**src/rtl/multicycle_controller.sv**
```systemverilog
// multicycle_controller: multi-cycle RV32I control FSM with memory handshakes, illegal/timeout trap and retire counter
module multicycle_controller #(
  parameter int MEM_WAIT_MAX = 15
) (
  input  logic        clk,
  input  logic        reset,
  input  logic [31:0] instruction,
  input  logic        alu_zero,
  input  logic        imem_ready,
  input  logic        dmem_ready,
  output logic        imem_req,
  output logic        dmem_req,
  output logic        dmem_we,
  output logic        ir_write,
  output logic        pc_write,
  output logic [1:0]  pc_src,
  output logic        reg_write,
  output logic [1:0]  wb_sel,
  output logic [2:0]  alu_op,
  output logic        alu_src_imm,
  output logic [2:0]  state,
  output logic        trap,
  output logic [31:0] instret
);
  typedef enum logic [2:0] {
    FETCH     = 3'd0,
    DECODE    = 3'd1,
    EXECUTE   = 3'd2,
    MEM       = 3'd3,
    WRITEBACK = 3'd4,
    TRAP      = 3'd5
  } state_t;
  state_t st;
  logic [3:0] timeout;
  logic [6:0] opcode, f7;
  logic [2:0] f3, alu_fn;
  logic is_r, is_i, is_lw, is_sw, is_beq, is_jal, legal, retire, wait_out;
  logic in_fetch, in_ex, in_mem, in_wb, unused;
  assign opcode = instruction[6:0];
  assign f3 = instruction[14:12];
  assign f7 = instruction[31:25];
  assign unused = ^instruction[24:15];
  assign is_r = opcode == 7'b0110011 && f3 != 3'b011 && (f7 == 7'b0 || (f7 == 7'b0100000 && f3 == 3'b000));
  assign is_i = opcode == 7'b0010011 && f3 != 3'b011 && (f7 == 7'b0 || (f3 != 3'b001 && f3 != 3'b101));
  assign is_lw = opcode == 7'b0000011 && f3 == 3'b010;
  assign is_sw = opcode == 7'b0100011 && f3 == 3'b010;
  assign is_beq = opcode == 7'b1100011 && f3 == 3'b000;
  assign is_jal = opcode == 7'b1101111;
  assign legal = is_r || is_i || is_lw || is_sw || is_beq || is_jal;
  assign alu_fn = f3 == 3'b000 ? {2'b00, is_r && f7[5]} :
                  f3 == 3'b111 ? 3'd2 :
                  f3 == 3'b110 ? 3'd3 :
                  f3 == 3'b100 ? 3'd4 :
                  f3 == 3'b001 ? 3'd5 :
                  f3 == 3'b101 ? 3'd6 : 3'd7;
  assign in_fetch = !reset && st == FETCH;
  assign in_ex = !reset && st == EXECUTE;
  assign in_mem = !reset && st == MEM;
  assign in_wb = !reset && st == WRITEBACK;
  assign imem_req = in_fetch;
  assign ir_write = in_fetch && imem_ready;
  assign pc_write = (in_fetch && imem_ready) || (in_ex && (is_jal || (is_beq && alu_zero)));
  assign pc_src = in_ex && is_beq ? 2'd1 : in_ex && is_jal ? 2'd2 : 2'd0;
  assign dmem_req = in_mem;
  assign dmem_we = in_mem && is_sw;
  assign alu_op = in_ex ? (is_beq ? 3'd1 : (is_r || is_i) ? alu_fn : 3'd0) : 3'd0;
  assign alu_src_imm = (in_ex || in_mem) && (is_i || is_lw || is_sw);
  assign reg_write = in_wb && instruction[11:7] != 5'd0;
  assign wb_sel = in_wb ? (is_lw ? 2'd1 : is_jal ? 2'd2 : 2'd0) : 2'd0;
  assign state = st;
  assign trap = st == TRAP;
  assign wait_out = timeout == 4'(MEM_WAIT_MAX);
  assign retire = (st == EXECUTE && is_beq) || (st == MEM && dmem_ready && is_sw) || st == WRITEBACK;
  always_ff @(posedge clk) begin
    if (reset) begin
      st <= FETCH;
      timeout <= 4'd0;
      instret <= 32'd0;
    end else begin
      timeout <= 4'd0;
      case (st)
        FETCH: begin
          st <= imem_ready ? DECODE : wait_out ? TRAP : FETCH;
          timeout <= imem_ready ? 4'd0 : timeout + 4'd1;
        end
        DECODE: st <= legal ? EXECUTE : TRAP;
        EXECUTE: st <= (is_lw || is_sw) ? MEM : is_beq ? FETCH : WRITEBACK;
        MEM: begin
          st <= dmem_ready ? (is_lw ? WRITEBACK : FETCH) : wait_out ? TRAP : MEM;
          timeout <= dmem_ready ? 4'd0 : timeout + 4'd1;
        end
        WRITEBACK: st <= FETCH;
        default: st <= TRAP;
      endcase
      if (retire) instret <= instret + 32'd1;
    end
  end
endmodule

```
**config.mk**
```make
export PLATFORM = sky130hd
export DESIGN_NAME = multicycle_controller
export DESIGN_NICKNAME = d
export VERILOG_FILES = /design/src/rtl/multicycle_controller.sv
export SDC_FILE = /design/constraint.sdc
export NUM_CORES = 1
export LEC_CHECK = 0
export BUFFER_PORTS_ARGS = -buffer_cell sky130_fd_sc_hd__buf_2
export CORE_UTILIZATION = 55
export CTS_BUF_LIST = sky130_fd_sc_hd__clkbuf_8
export CTS_CLUSTER_SIZE = 30
export DETAILED_ROUTE_END_ITERATION = 10
export HOLD_SLACK_MARGIN = 0.08
export PLACE_DENSITY = 0.88
export SYNTH_ARGS = -nofsm -noshare
export SYNTH_HDL_FRONTEND = slang
export SYNTH_SLANG_ARGS = --single-unit
```
**constraint.sdc**
```tcl
create_clock -name clk -period 4.9 [get_ports clk]
set_clock_uncertainty 0.15 [all_clocks]
set_input_delay 0.245 -clock clk [delete_from_list [all_inputs] [get_ports clk]]
set_output_delay 0.245 -clock clk [all_outputs]
set_load 0.1 [all_outputs]
```
==> flow_metrics.tcl <==
set metrics [dict create \
    clock_latency_ns 0.29 \
    cts_hold_buf 0 \
    die_height_um 66.9 \
    routabilityCongestion 0.912 \
    maxCapViolCount 0 \
    initial_core_util_pct 57.5 \
    place_ws_ns 1.86 \
    slew_violations 0 \
    switching_share_pct 30.2 \
    powerDensity_nw_per_um2 283 \
    drive_gt1_share_pct 25.3 \
    vdd_ir_drop_max_mv 0.283 \
    synth_area_leaders "dfxtp_1 34%, a21oi_1 8.4%, or3_1 5.9%" \
    status "complete, no violations" \
    wl_um 6170 \
    cp-start-kind "input port" \
    slew_headroom_pct 18.8 \
    end_kind "output port" \
    holdCritPathClass "in -> reg" \
    period_share_pct 64.1 \
    synthArstFlopShare_pct 0 \
    synth-seq-cells 39 \
    area_delta_synth_final_pct 22.2 \
    vias 2685 \
    fin_nets 409 \
    pwr-share-seq_pct 41.9 \
    antenna_found_initial 0 \
    coreArea_um2 4030 \
    fmax_mhz 319 \
    vias_per_cell 6.38 \
    top_level_ports 87 \
    cpPeakStageDelay_ns 0.94 \
    p_int_uw 558 \
    period_minus_slack_ns 3.14 \
    timing_hold_violations_final 0 \
    arrival_ns 2.74 \
    ant_nets 0 \
    finalWorstSetupSlack_ns 1.76 \
    synth_cells 305 \
    yosysWarnings 0 \
    antennaDiodeCount 0 \
    grt_pass1_vias 2197 \
    cp_slowest_cell "a2111oi_0" \
    grt_pass1_wl_um 9750 \
    synth_top_area_cell "dfxtp_1" \
    hpwlAfterDp_um 4260 \
    leakagePower_uw 0.00111 \
    portBuffers 76 \
    drt-wirelength-per-cell_um 14.6 \
    setup_viol 0 \
    path_class "in -> out" \
    post-cts-setup-buffer-count 0 \
    path_clk_slew_ns 0.07 \
    syn_area_per_cell_um2 7.59 \
    rows 23 \
    cts-resized-gates 0 \
    root_buffer "clkbuf_8" \
    overflow 0 \
    drtPass1Iterations 5 \
    dr.first_iter.drc_count 383 \
    synth_edf_count 0 \
    p_sw_uw 242 \
    cts_inserted_buffers 5 \
    drcViolationCount 0 \
    crit_chain "buf_2 > or3_1 > a2111oi_0 > o21bai_1 > o21bai_1 > buf_2" \
    cp_top_family "compound AO/OA/AOI/OAI gates" \
    cp_max_fo 7 \
    rsz0062_at_grt "no" \
    crit_required_ns 4.51 \
    clk_path_buf_depth 2 \
    syn_nets 344 \
    synth_top_area_share_pct 33.7 \
    synth_flop_cell "dfxtp_1" \
    yosysSeqAreaShare_pct 33.7 \
    clock_sinks 39 \
    fin_tns_setup_ns 0 \
    worst_pin_slew_ns 1.21 \
    synth_cell_types 46 \
    ys_top_cells_by_count "39 x a21oi_1, 39 x dfxtp_1, 23 x nor2_1, 22 x or3_1, 21 x o21ai_0" \
    grt.total_usage_pct 28.1 \
    comb_power_share_pct 18.7 \
    p_clk_share_pct 39.4 \
    fp.dieW_um 66.9 \
    netlist_area_um2 2320 \
    worst-path-buf-inv 2 \
    grt_max_degree 63 \
    dieArea_um2 4470 \
    cts_tree "done" \
    htreeDepth 2 \
]
[final cells by class]
| class | instances | area, um2 |
|---|---|---|
| clock inverter | 3 | 63.8 |
| inverter | 4 | 15.0 |
| tap | 50 | 62.6 |
| clock buffer | 5 | 68.8 |
| fill | 354 | 1200 |
| timing repair buffer | 76 | 380 |
| sequential | 39 | 781 |
| multi-input combinational | 244 | 1460 |
[per-layer routing]
| layer | track usage (%) | vias up | share of wire, % |
|---|---|---|---|
| met5 | 0 | - | 0 |
| met4 | 7.71 | 0 | 0.58 |
| met3 | 6.16 | 5 | 7.6 |
| met2 | 46.2 | 105 | 49 |
| met1 | 36.5 | 1280 | 42 |
| li1 | - | 1295 | - |
[worst paths after layout]
path	startpoint	endpoint	slack, ns	depth (start not counted)
worst min register to register	timeout[0]$_SDFF_PP0_	timeout[0]$_SDFF_PP0_	0.30	1
worst max register to register	instret[3]$_SDFFE_PP0P_	instret[18]$_SDFFE_PP0P_	2.14	5
worst max-delay path	instruction[12]	alu_op[0]	1.76	6
worst min-delay path	imem_ready	timeout[0]$_SDFF_PP0_	0.21	4
[flip-flops by register name (all words and copies together), names as in the netlist]
register  cells
instret      32
timeout       4
state         3
[tightest hold or removal path, delay by kind of cell]
| kind | cells | cell delay (ns) |
|---|---|---|
| AO/OA/AOI/OAI | 1 | 0.09 |
| AND/OR/NAND/NOR | 2 | 0.16 |
| buffers and inverters | 1 | 0.11 |
[stage by stage]
| stage | hold WS [ns] | utilization, % | power, uW | cells | instance area, um2 |
|---|---|---|---|---|---|
| after floorplan | 0.268 | - | 462 | 305 | 2320 |
| after global placement | 0.286 | 67.0 | 488 | 413 | 2700 |
| after detailed placement | 0.296 | 67.0 | 492 | 413 | 2700 |
| after CTS | 0.206 | 70.2 | 801 | 421 | 2830 |
| after global routing | 0.226 | 70.2 | 825 | 421 | 2830 |
| final | 0.209 | 70.2 | 800 | 421 | 2830 |
[logic make-up after synthesis]
kind of cell               count (synthesis)  synth area share, %
AOI/OAI and AO/OA                         87                 22.7
and+or+nand+nor                          151                 37.0
xor gates and xnor gates                   3                 1.13
DFF                                       39                 33.7
adders and majority gates                  2                 1.08
muxes                                      1                0.432
buffers and inverters                     22                 3.89
[power by group through the flow]
stage	Sequential [uW]	Combinational [uW]	Clock, uW
2_1_floorplan	367	94.9	0
3_3_place_gp	342	146	0
3_5_place_dp	343	149	0
4_1_cts	335	150	316
5_1_grt	337	160	328
6_report	336	149	315
[cell usage in the layout (no fill, tap or decap), drive strengths merged, types with 2 or more instances in the layout]
master  Yosys  layout
a21oi      40      40
and2        3       3
and3        9       9
and4        2       2
buf         1      76
bufinv      0       2
clkbuf     17       5
dfxtp      39      39
ha          2       2
inv         4       5
nand2      20      20
nand2b      3       3
nand3      15      15
nand3b      4       4
nand4      15      15
nor2       23      23
nor3       10      10
nor4        4       4
nor4b       3       3
o21ai      21      21
o21ba       2       2
o21bai      2       2
o31ai      12      12
or2         2       2
or3        22      22
or4        11      11
xor2        2       2
Note: power is estimated with default switching activity, not from simulation.
